$ cat config.mk
export PLATFORM = sky130hd
export DESIGN_NAME = fir_sterowanie_fsm
export DESIGN_NICKNAME = d
export VERILOG_FILES = /design/src/rtl/fir_pkg.sv /design/src/rtl/fir_wdog_timer.sv /design/src/rtl/fir_sterowanie_fsm.sv
export SDC_FILE = /design/constraint.sdc
export NUM_CORES = 1
export LEC_CHECK = 0
export BUFFER_PORTS_ARGS = -buffer_cell sky130_fd_sc_hd__buf_2
export CORE_MARGIN = 2
export CORE_UTILIZATION = 45
export CTS_CLUSTER_SIZE = 20
export DETAILED_ROUTE_END_ITERATION = 16
export HOLD_SLACK_MARGIN = 0.15
export PLACE_DENSITY = 0.66
export REMOVE_ABC_BUFFERS = 1
export SYNTH_ARGS = -nofsm -noshare
export SYNTH_HDL_FRONTEND = slang
export SYNTH_SLANG_ARGS = --single-unit
$ cat constraint.sdc
create_clock -name clk_b -period 1.51 [get_ports clk_b]
set_input_delay 0.3775 -clock clk_b [delete_from_list [all_inputs] [get_ports clk_b]]
set_output_delay 0.3775 -clock clk_b [all_outputs]
set_load 0.05 [all_outputs]
$ cat src/rtl/fir_pkg.sv
// Shared definitions for the FIR run sequencer: state encoding used by the
// control FSM, the status register and the testbench.
package fir_pkg;

    typedef enum logic [2:0] {
        IDLE      = 3'd0,
        CFG       = 3'd1,
        CLR       = 3'd2,
        MAC_START = 3'd3,
        MAC_WAIT  = 3'd4,
        NEXT      = 3'd5,
        DONE      = 3'd6
    } fsm_state_t;

endpackage

$ cat src/rtl/fir_wdog_timer.sv
// Saturating watchdog for the MAC wait phase. 'expired' is raised in the
// WDOG_LIMIT-th consecutive enabled cycle after a clear, so the owner can
// leave on that same edge. The counter parks at WDOG_LIMIT and never wraps.
module fir_wdog_timer #(
    parameter int WDOG_W     = 10,
    parameter int WDOG_LIMIT = 1000
) (
    input  logic clk_b,
    input  logic rst_n,
    input  logic clr,
    input  logic en,
    output logic expired
);

    localparam logic [WDOG_W-1:0] LIMIT = WDOG_W'(WDOG_LIMIT);
    localparam logic [WDOG_W-1:0] LAST  = WDOG_W'(WDOG_LIMIT - 1);

    logic [WDOG_W-1:0] cnt_q, cnt_d;

    // Next count: clear wins, otherwise count up while enabled and saturate.
    always_comb begin
        cnt_d = cnt_q;
        if (clr) begin
            cnt_d = '0;
        end else if (en && (cnt_q != LIMIT)) begin
            cnt_d = cnt_q + 1'b1;
        end
    end

    // Counter register.
    always_ff @(posedge clk_b or negedge rst_n) begin
        if (!rst_n) begin
            cnt_q <= '0;
        end else begin
            cnt_q <= cnt_d;
        end
    end

    assign expired = en && !clr && (cnt_q >= LAST);

endmodule

$ cat src/rtl/fir_sterowanie_fsm.sv
// Sequencer for one FIR filtering run. Steps the sample address counter,
// launches the MAC engine once per sample and finishes when the counter
// reports the last sample. Abort and a MAC watchdog keep a hung datapath
// from stalling the block. Outputs are registered from the next state so
// each strobe lines up exactly with the state it belongs to.
module fir_sterowanie_fsm
    import fir_pkg::*;
#(
    parameter int WDOG_W     = 10,
    parameter int WDOG_LIMIT = 1000
) (
    input  logic       clk_b,
    input  logic       rst_n,
    input  logic       start,
    input  logic       abort,
    input  logic       mac_done,
    input  logic       licznik_full,
    output logic       FSM_zapisz_probki,
    output logic       FSM_reset_licznik,
    output logic       FSM_nowa_probka,
    output logic       FSM_mac_start,
    output logic       busy,
    output logic       done,
    output logic       timeout_err,
    output logic [2:0] fsm_state
);

    fsm_state_t state_q, state_d;
    logic       timeout_err_q, timeout_err_d;
    logic       zapisz_q, zapisz_d;
    logic       reset_lic_q, reset_lic_d;
    logic       nowa_q, nowa_d;
    logic       mac_start_q, mac_start_d;
    logic       busy_q, busy_d;
    logic       done_q, done_d;
    logic       wdog_expired;

    fir_wdog_timer #(
        .WDOG_W     (WDOG_W),
        .WDOG_LIMIT (WDOG_LIMIT)
    ) u_wdog (
        .clk_b   (clk_b),
        .rst_n   (rst_n),
        .clr     (state_q == MAC_START),
        .en      (state_q == MAC_WAIT),
        .expired (wdog_expired)
    );

    // Next state and sticky timeout flag; abort overrides everything else,
    // and mac_done beats a watchdog expiry landing in the same cycle.
    always_comb begin
        state_d       = state_q;
        timeout_err_d = timeout_err_q;
        if (abort) begin
            state_d = IDLE;
        end else begin
            case (state_q)
                IDLE: begin
                    if (start) begin
                        state_d       = CFG;
                        timeout_err_d = 1'b0;
                    end
                end
                CFG:       state_d = CLR;
                CLR:       state_d = MAC_START;
                MAC_START: state_d = MAC_WAIT;
                MAC_WAIT: begin
                    if (mac_done) begin
                        state_d = licznik_full ? DONE : NEXT;
                    end else if (wdog_expired) begin
                        state_d       = IDLE;
                        timeout_err_d = 1'b1;
                    end
                end
                NEXT:      state_d = MAC_START;
                DONE:      state_d = IDLE;
                default:   state_d = IDLE;
            endcase
        end
    end

    // Moore output decode, taken from the next state so the flops below
    // present each strobe in the same cycle as its state.
    always_comb begin
        zapisz_d    = (state_d == CFG);
        reset_lic_d = (state_d == CLR);
        mac_start_d = (state_d == MAC_START);
        nowa_d      = (state_d == NEXT);
        done_d      = (state_d == DONE);
        busy_d      = (state_d != IDLE);
    end

    // State, flag and output registers.
    always_ff @(posedge clk_b or negedge rst_n) begin
        if (!rst_n) begin
            state_q       <= IDLE;
            timeout_err_q <= 1'b0;
            zapisz_q      <= 1'b0;
            reset_lic_q   <= 1'b0;
            nowa_q        <= 1'b0;
            mac_start_q   <= 1'b0;
            busy_q        <= 1'b0;
            done_q        <= 1'b0;
        end else begin
            state_q       <= state_d;
            timeout_err_q <= timeout_err_d;
            zapisz_q      <= zapisz_d;
            reset_lic_q   <= reset_lic_d;
            nowa_q        <= nowa_d;
            mac_start_q   <= mac_start_d;
            busy_q        <= busy_d;
            done_q        <= done_d;
        end
    end

    assign FSM_zapisz_probki = zapisz_q;
    assign FSM_reset_licznik = reset_lic_q;
    assign FSM_nowa_probka   = nowa_q;
    assign FSM_mac_start     = mac_start_q;
    assign busy              = busy_q;
    assign done              = done_q;
    assign timeout_err       = timeout_err_q;
    assign fsm_state         = state_q;

endmodule
==> flow_metrics.py, run 1 <==
metrics = {
    "timing": {
        "worst_pin_slew_ps": 449,
        "final.period_utilization_pct": 102,
        "rsz0062_at_grt": "true",
        "fin_worst_skew_ps": 3.43,
        "slew_headroom_pct": 69.9,
        "min_period_ps": 1530,
        "fmax_mhz": 652,
        "finalHoldViolations": 0,
        "finalWorstSetupSlack_ps": -23.9,
        "drv_slew": 0,
        "hold_slack_ps": 291,
        "setup_viol": 3,
    },
    "synth": {
        "yosysTopAreaCell": "dfrtp_1",
        "synth_edf_count": 0,
        "synth_common_cells": "dfrtp_1, nor2_1, nand2_1",
        "synth_area_um2": 977,
        "syn_inst": 95,
        "ys_ff_latch": 20,
        "synthTopCellsByArea": "dfrtp_1, nor2_1, nand2_1",
        "ys_warn_count": 0,
        "synth.distinct_cells": 32,
        "synth_area_per_cell_um2": 10.3,
        "ys_seq_area_share_pct": 51.2,
        "async_flop_share_pct": 100,
        "yosys_most_used_dff": "dfrtp_1",
        "synth.top_cell.area_share_pct": 51.2,
        "synth.most_common_cell": "dfrtp_1",
    },
    "clocking": {
        "clock_sinks": 20,
        "tritoncts": "done",
        "clkTransAtPathRegs_ps": 120,
        "worstSkewPairLatency_ps": 300,
        "htree_levels": 1,
        "clockBufferDepth": 2,
        "cts_root_buf": "clkbuf_4",
        "cts_buffers": 3,
    },
    "global_routing": {
        "gr-total-overflow": 0,
        "grt-busiest-layer": "met2",
        "met1_usage_pct": 25.9,
        "grt_first_pass_wirelength_mm": 3.69,
        "grt_max_degree": 21,
        "met3_usage_pct": 2.68,
        "track_usage_pct": 19.1,
        "antenna_found_initial": 0,
        "grt_pass1_vias": 792,
        "grt.met2_usage_pct": 32.0,
    },
    "worst_setup_path": {
        "crit_type": "flop to output port",
        "crit_slowest_cell": "dfrtp_1",
        "start_kind": "flop",
        "crit_chain": "buf_4",
        "worstPathRequired_ps": 1130,
        "endpoint_kind": "output port",
        "critPathMaxFanout": 9,
        "critical-path-max-stage-delay_ps": 580,
        "cp_top_family": "flip-flops",
        "path_buf_inv": 1,
        "crit_arrival_ps": 1160,
    },
    "floorplan": {
        "die_w_um": 50.6,
        "die_h_um": 50.6,
        "initial_core_util_pct": 48.8,
        "ios": 16,
        "rows": 16,
        "coreArea_mm2": 0.00200,
        "die_area_mm2": 0.00256,
    },
    "final_layout": {
        "nets": 134,
        "finalNonFillerCells": 152,
        "drive_gt1_share_pct": 34.4,
        "area_growth_pct": 31.5,
        "final_area_mm2": 0.00128,
        "antenna_cells": 0,
    },
    "outcome": {
        "status": "finished, violations left",
        "violations": "negative setup slack",
    },
    "pwr": {
        "p_total_mw": 1.53,
        "leakage_nw": 0.618,
        "power_density_mw_per_mm2": 1190,
        "ir_worst_vdd_v": 0.000941,
    },
    "run": {
        "max-cap-violations": 0,
    },
    "routing": {
        "route.detailed.wl_per_inst_um": 14.7,
        "wl_mm": 2.24,
        "drt_first_pass_iters": 4,
        "vias": 818,
        "antenna_left": 0,
        "drc": 0,
        "viasPerCell": 5.38,
        "drt-initial-drc-count": 13,
    },
    "place": {
        "place.gp.congestion": 0.851,
        "hpwlAfterDp_mm": 1.51,
        "dp_slack_ps": -7.94,
        "dp.cells": 145,
        "dpl_cell_area_mm2": 0.00115,
        "io_buffer_count": 15,
    },
    "hold_path": {
        "hp-class": "input pin to flop",
    },
}
[final cells by class]
class / instances / area, um^2
Inverter: 4 / 17.5
Fill cell: 169 / 717
Tap cell: 27 / 33.8
Clock inverter: 1 / 30.0
Sequential cell: 20 / 503
Clock buffer: 3 / 22.5
Timing Repair Buffer: 28 / 188
Multi-Input combinational cell: 69 / 490
[state kept, by name, summed over array words and instances, names as in the netlist]
signal / flops
done: 1
FSM_nowa_probka: 1
timeout_err: 1
FSM_mac_start: 1
FSM_reset_licznik: 1
u_wdog.cnt_q: 10
busy: 1
FSM_zapisz_probki: 1
fsm_state: 3
[layout by cell type, fill, tap and decap left out, types with 3 or more instances in the layout]
master    netlist  routed
dfrtp_1        20      18
nor2_1         14      13
buf_2           0      13
buf_4           0      12
nand2_1        10      10
nand4_1         5       5
nor3_1          4       4
o21ai_0         3       3
xnor2_1         3       3
mux2i_1         3       3
clkbuf_4        0       3
[path summary, 6_finish.rpt]
path | slack [ps] | cells after the start | from | to
max in group asynchronous | 650 | 2 | rst_n | fsm_state[0]
worst min-delay path | 290 | 2 | abort | fsm_state[0]
min in group asynchronous | 530 | 2 | rst_n | FSM_zapisz_probki
worst min register to register | 510 | 1 | u_wdog.cnt_q[8] | u_wdog.cnt_q[8]
worst max register to register | -20 | 4 | fsm_state[1] | FSM_zapisz_probki
worst max-delay path | -20 | 1 | fsm_state[1] | fsm_state[1]
[where the power goes]
part / switching, mW / internal [mW] / total [mW]
sequential: 0.0461 / 0.586 / 0.632
clock: 0.175 / 0.268 / 0.443
combinational: 0.258 / 0.194 / 0.452
[kinds of logic (layout without fill, tap and decap cells)]
family | after synthesis | in the layout | share of synthesized area [%]
and+or+nand+nor | 45 | 45 | 23.7
DFF | 20 | 20 | 51.2
AOI/OAI and AO/OA | 13 | 13 | 10.8
buffers and inverters | 6 | 36 | 3.07
xor gates and xnor gates | 5 | 5 | 4.48
muxes | 4 | 4 | 4.23
adders and majority gates | 2 | 2 | 2.56
[timing repair]
| item | CTS | global route |
|---|---|---|
| endpoints found under the hold margin | 20 | 0 |
| setup buffers | 0 | 2 |
| setup endpoints to repair | 5 | 15 |
| gates resized for setup | 3 | 14 |
| hold buffers | 1 | 0 |
| pin swaps | 0 | 3 |
[metrics by stage]
stage	setup TNS [ps]	utilization (%)
after global placement	0	57.3
after global routing	-615	64.2
after floorplan	-958	-
after detailed placement	-7.94	57.3
final	-55.8	64.2
after CTS	0	60.7
[per-layer routing]
metal	vias up	wire length [um]	part of all wire, %
met5	-	0	0
met4	0	0	0
met3	0	74	3.3
met2	16	1120	50
met1	408	1040	47
li1	394	-	-
(Power assumes the default switching activity.)
==> run 2, diff against run 1 <==
Settings changed: CORE_UTILIZATION 45 to 48, CTS_CLUSTER_DIAMETER set to 80, PLACE_DENSITY 0.66 to 0.69.
==> run 2 against run 1 <==
The run still ends with negative setup slack left. Clock power is 1% lower. Sequential power shrank 1%. Maximum frequency grew 0.11%. Critical endpoint is now timeout_err.
==> flow_metrics.py, run 2 (synthesis results as in run 1) <==
metrics = {
    "outcome": {
        "status": "finished, violations left",
        "violations": "negative setup slack",
    },
    "worst_setup_path": {
        "crit_type": "flop to flop",
        "crit_chain": "a31o_1 > mux2_4 > a211o_1 > o22a_1",
        "reg2reg_from": "fsm_state[0]",
        "timing.rr.end": "timeout_err",
        "crit_arrival_ps": 1750,
        "endpoint_kind": "flop",
        "rr_worst_depth": 4,
        "rrSetupSlack_ps": -20,
        "start_kind": "flop",
        "crit_slowest_cell": "dfrtp_2",
        "worstPathRequired_ps": 1720,
        "critPathMaxFanout": 6,
        "cp_top_family": "compound AO/OA/AOI/OAI gates",
        "critical-path-max-stage-delay_ps": 470,
        "path_buf_inv": 0,
    },
    "hold_path": {
        "hp-class": "input pin to flop",
        "min_path_cells": 2,
        "hold_start": "abort",
        "hold_path_end": "fsm_state[0]",
    },
    "routing": {
        "drc": 0,
        "drt-initial-drc-count": 29,
        "drt_first_pass_iters": 4,
        "vias": 847,
        "wl_mm": 2.24,
        "route.detailed.wl_per_inst_um": 14.3,
        "viasPerCell": 5.39,
        "antenna_left": 0,
    },
    "clocking": {
        "clock_sinks": 20,
        "cts_root_buf": "clkbuf_4",
        "clkTransAtPathRegs_ps": 120,
        "tritoncts": "done",
        "worstSkewPairLatency_ps": 310,
        "cts_buffers": 3,
        "clockBufferDepth": 2,
        "htree_levels": 1,
    },
    "pwr": {
        "ir_worst_vdd_v": 0.000705,
        "leakage_nw": 0.649,
        "p_total_mw": 1.46,
        "power_density_mw_per_mm2": 1090,
    },
    "timing": {
        "final.period_utilization_pct": 101,
        "finalHoldViolations": 0,
        "finalWorstSetupSlack_ps": -22.2,
        "min_period_ps": 1530,
        "fin_worst_skew_ps": 15.8,
        "drv_slew": 0,
        "worst_pin_slew_ps": 445,
        "fin_setup_tns_ps": -28.5,
        "slew_headroom_pct": 70.2,
        "hold_slack_ps": 278,
        "rsz0062_at_grt": "true",
        "fmax_mhz": 653,
        "setup_viol": 2,
    },
    "floorplan": {
        "initial_core_util_pct": 50.3,
        "die_h_um": 49.1,
        "coreArea_mm2": 0.00194,
        "die_area_mm2": 0.00241,
        "ios": 16,
        "die_w_um": 49.1,
        "rows": 16,
    },
    "final_layout": {
        "antenna_cells": 0,
        "area_growth_pct": 37.0,
        "layout_commonest_cell": "dfrtp_1",
        "nets": 139,
        "drive_gt1_share_pct": 36.9,
        "layout_common_cells": "dfrtp_1, buf_4, nor2_1",
        "final_area_mm2": 0.00134,
        "largest_register_ffs": 10,
        "regMostFlops": "u_wdog.cnt_q",
    },
    "global_routing": {
        "gr-total-overflow": 0,
        "antenna_found_initial": 0,
        "grt_max_degree": 21,
        "grt.met2_usage_pct": 30.2,
        "grt-busiest-layer": "met2",
        "grt_pass1_vias": 801,
        "track_usage_pct": 19.6,
        "met3_usage_pct": 6.13,
        "grt_first_pass_wirelength_mm": 3.51,
        "met1_usage_pct": 25.0,
    },
    "place": {
        "hpwlAfterDp_mm": 1.52,
        "dpl_cell_area_mm2": 0.00115,
        "place.gp.congestion": 0.839,
        "io_buffer_count": 15,
    },
    "run": {
        "max-cap-violations": 0,
    },
}
==> run 2: layout make-up <==
type | instances | area [um^2]
multi-input combinational | 69 | 500
sequential | 20 | 504
clock buffer | 3 | 22.5
fill | 158 | 603
inverter | 4 | 15.0
tap | 27 | 33.8
clock inverter | 1 | 30.0
timing repair buffer | 33 | 233
==> run 2: layer usage <==
layer | wire length [um] | share of wire [%] | vias to the layer above
li1 | - | - | 403
met1 | 976 | 44 | 406
met2 | 1080 | 48 | 32
met3 | 134 | 6.0 | 6
met4 | 51 | 2.3 | 0
met5 | 0 | 0 | -
==> run 2: metrics by stage <==
step	setup WS [ps]	std cells	utilization [%]
detailed placement	-44.1	146	59.4
CTS	-5.55	151	63.5
finish	-22.2	157	68.9
global placement	-11.3	146	59.4
floorplan	-175	93	-
global route	-97.9	157	68.9
==> run 2: worst max path at each step <==
stage,depth (start not counted),to,startpoint,slack (ps)
2_1_floorplan,4,timeout_err,fsm_state[0],-180
3_3_place_gp,5,timeout_err,mac_done,-10
3_5_place_dp,5,timeout_err,mac_done,-40
4_1_cts,1,fsm_state[1],fsm_state[1],-6
5_1_grt,5,u_wdog.cnt_q[0],fsm_state[0],-100
6_report,4,timeout_err,fsm_state[0],-20
==> run 2: repair_timing <==
item / 4_1_cts / 5_1_grt
hold buffers: 1 / 0
setup endpoints to repair: 6 / 15
pin swaps: 0 / 5
hold endpoints to repair: 20 / 0
resized for setup: 5 / 19
buffers inserted: 0 / 6
==> run 2: power breakdown <==
group          internal (mW)  switching [mW]
combinational          0.157           0.239
clock                  0.269           0.169
sequential             0.586          0.0376
total                   1.01           0.446
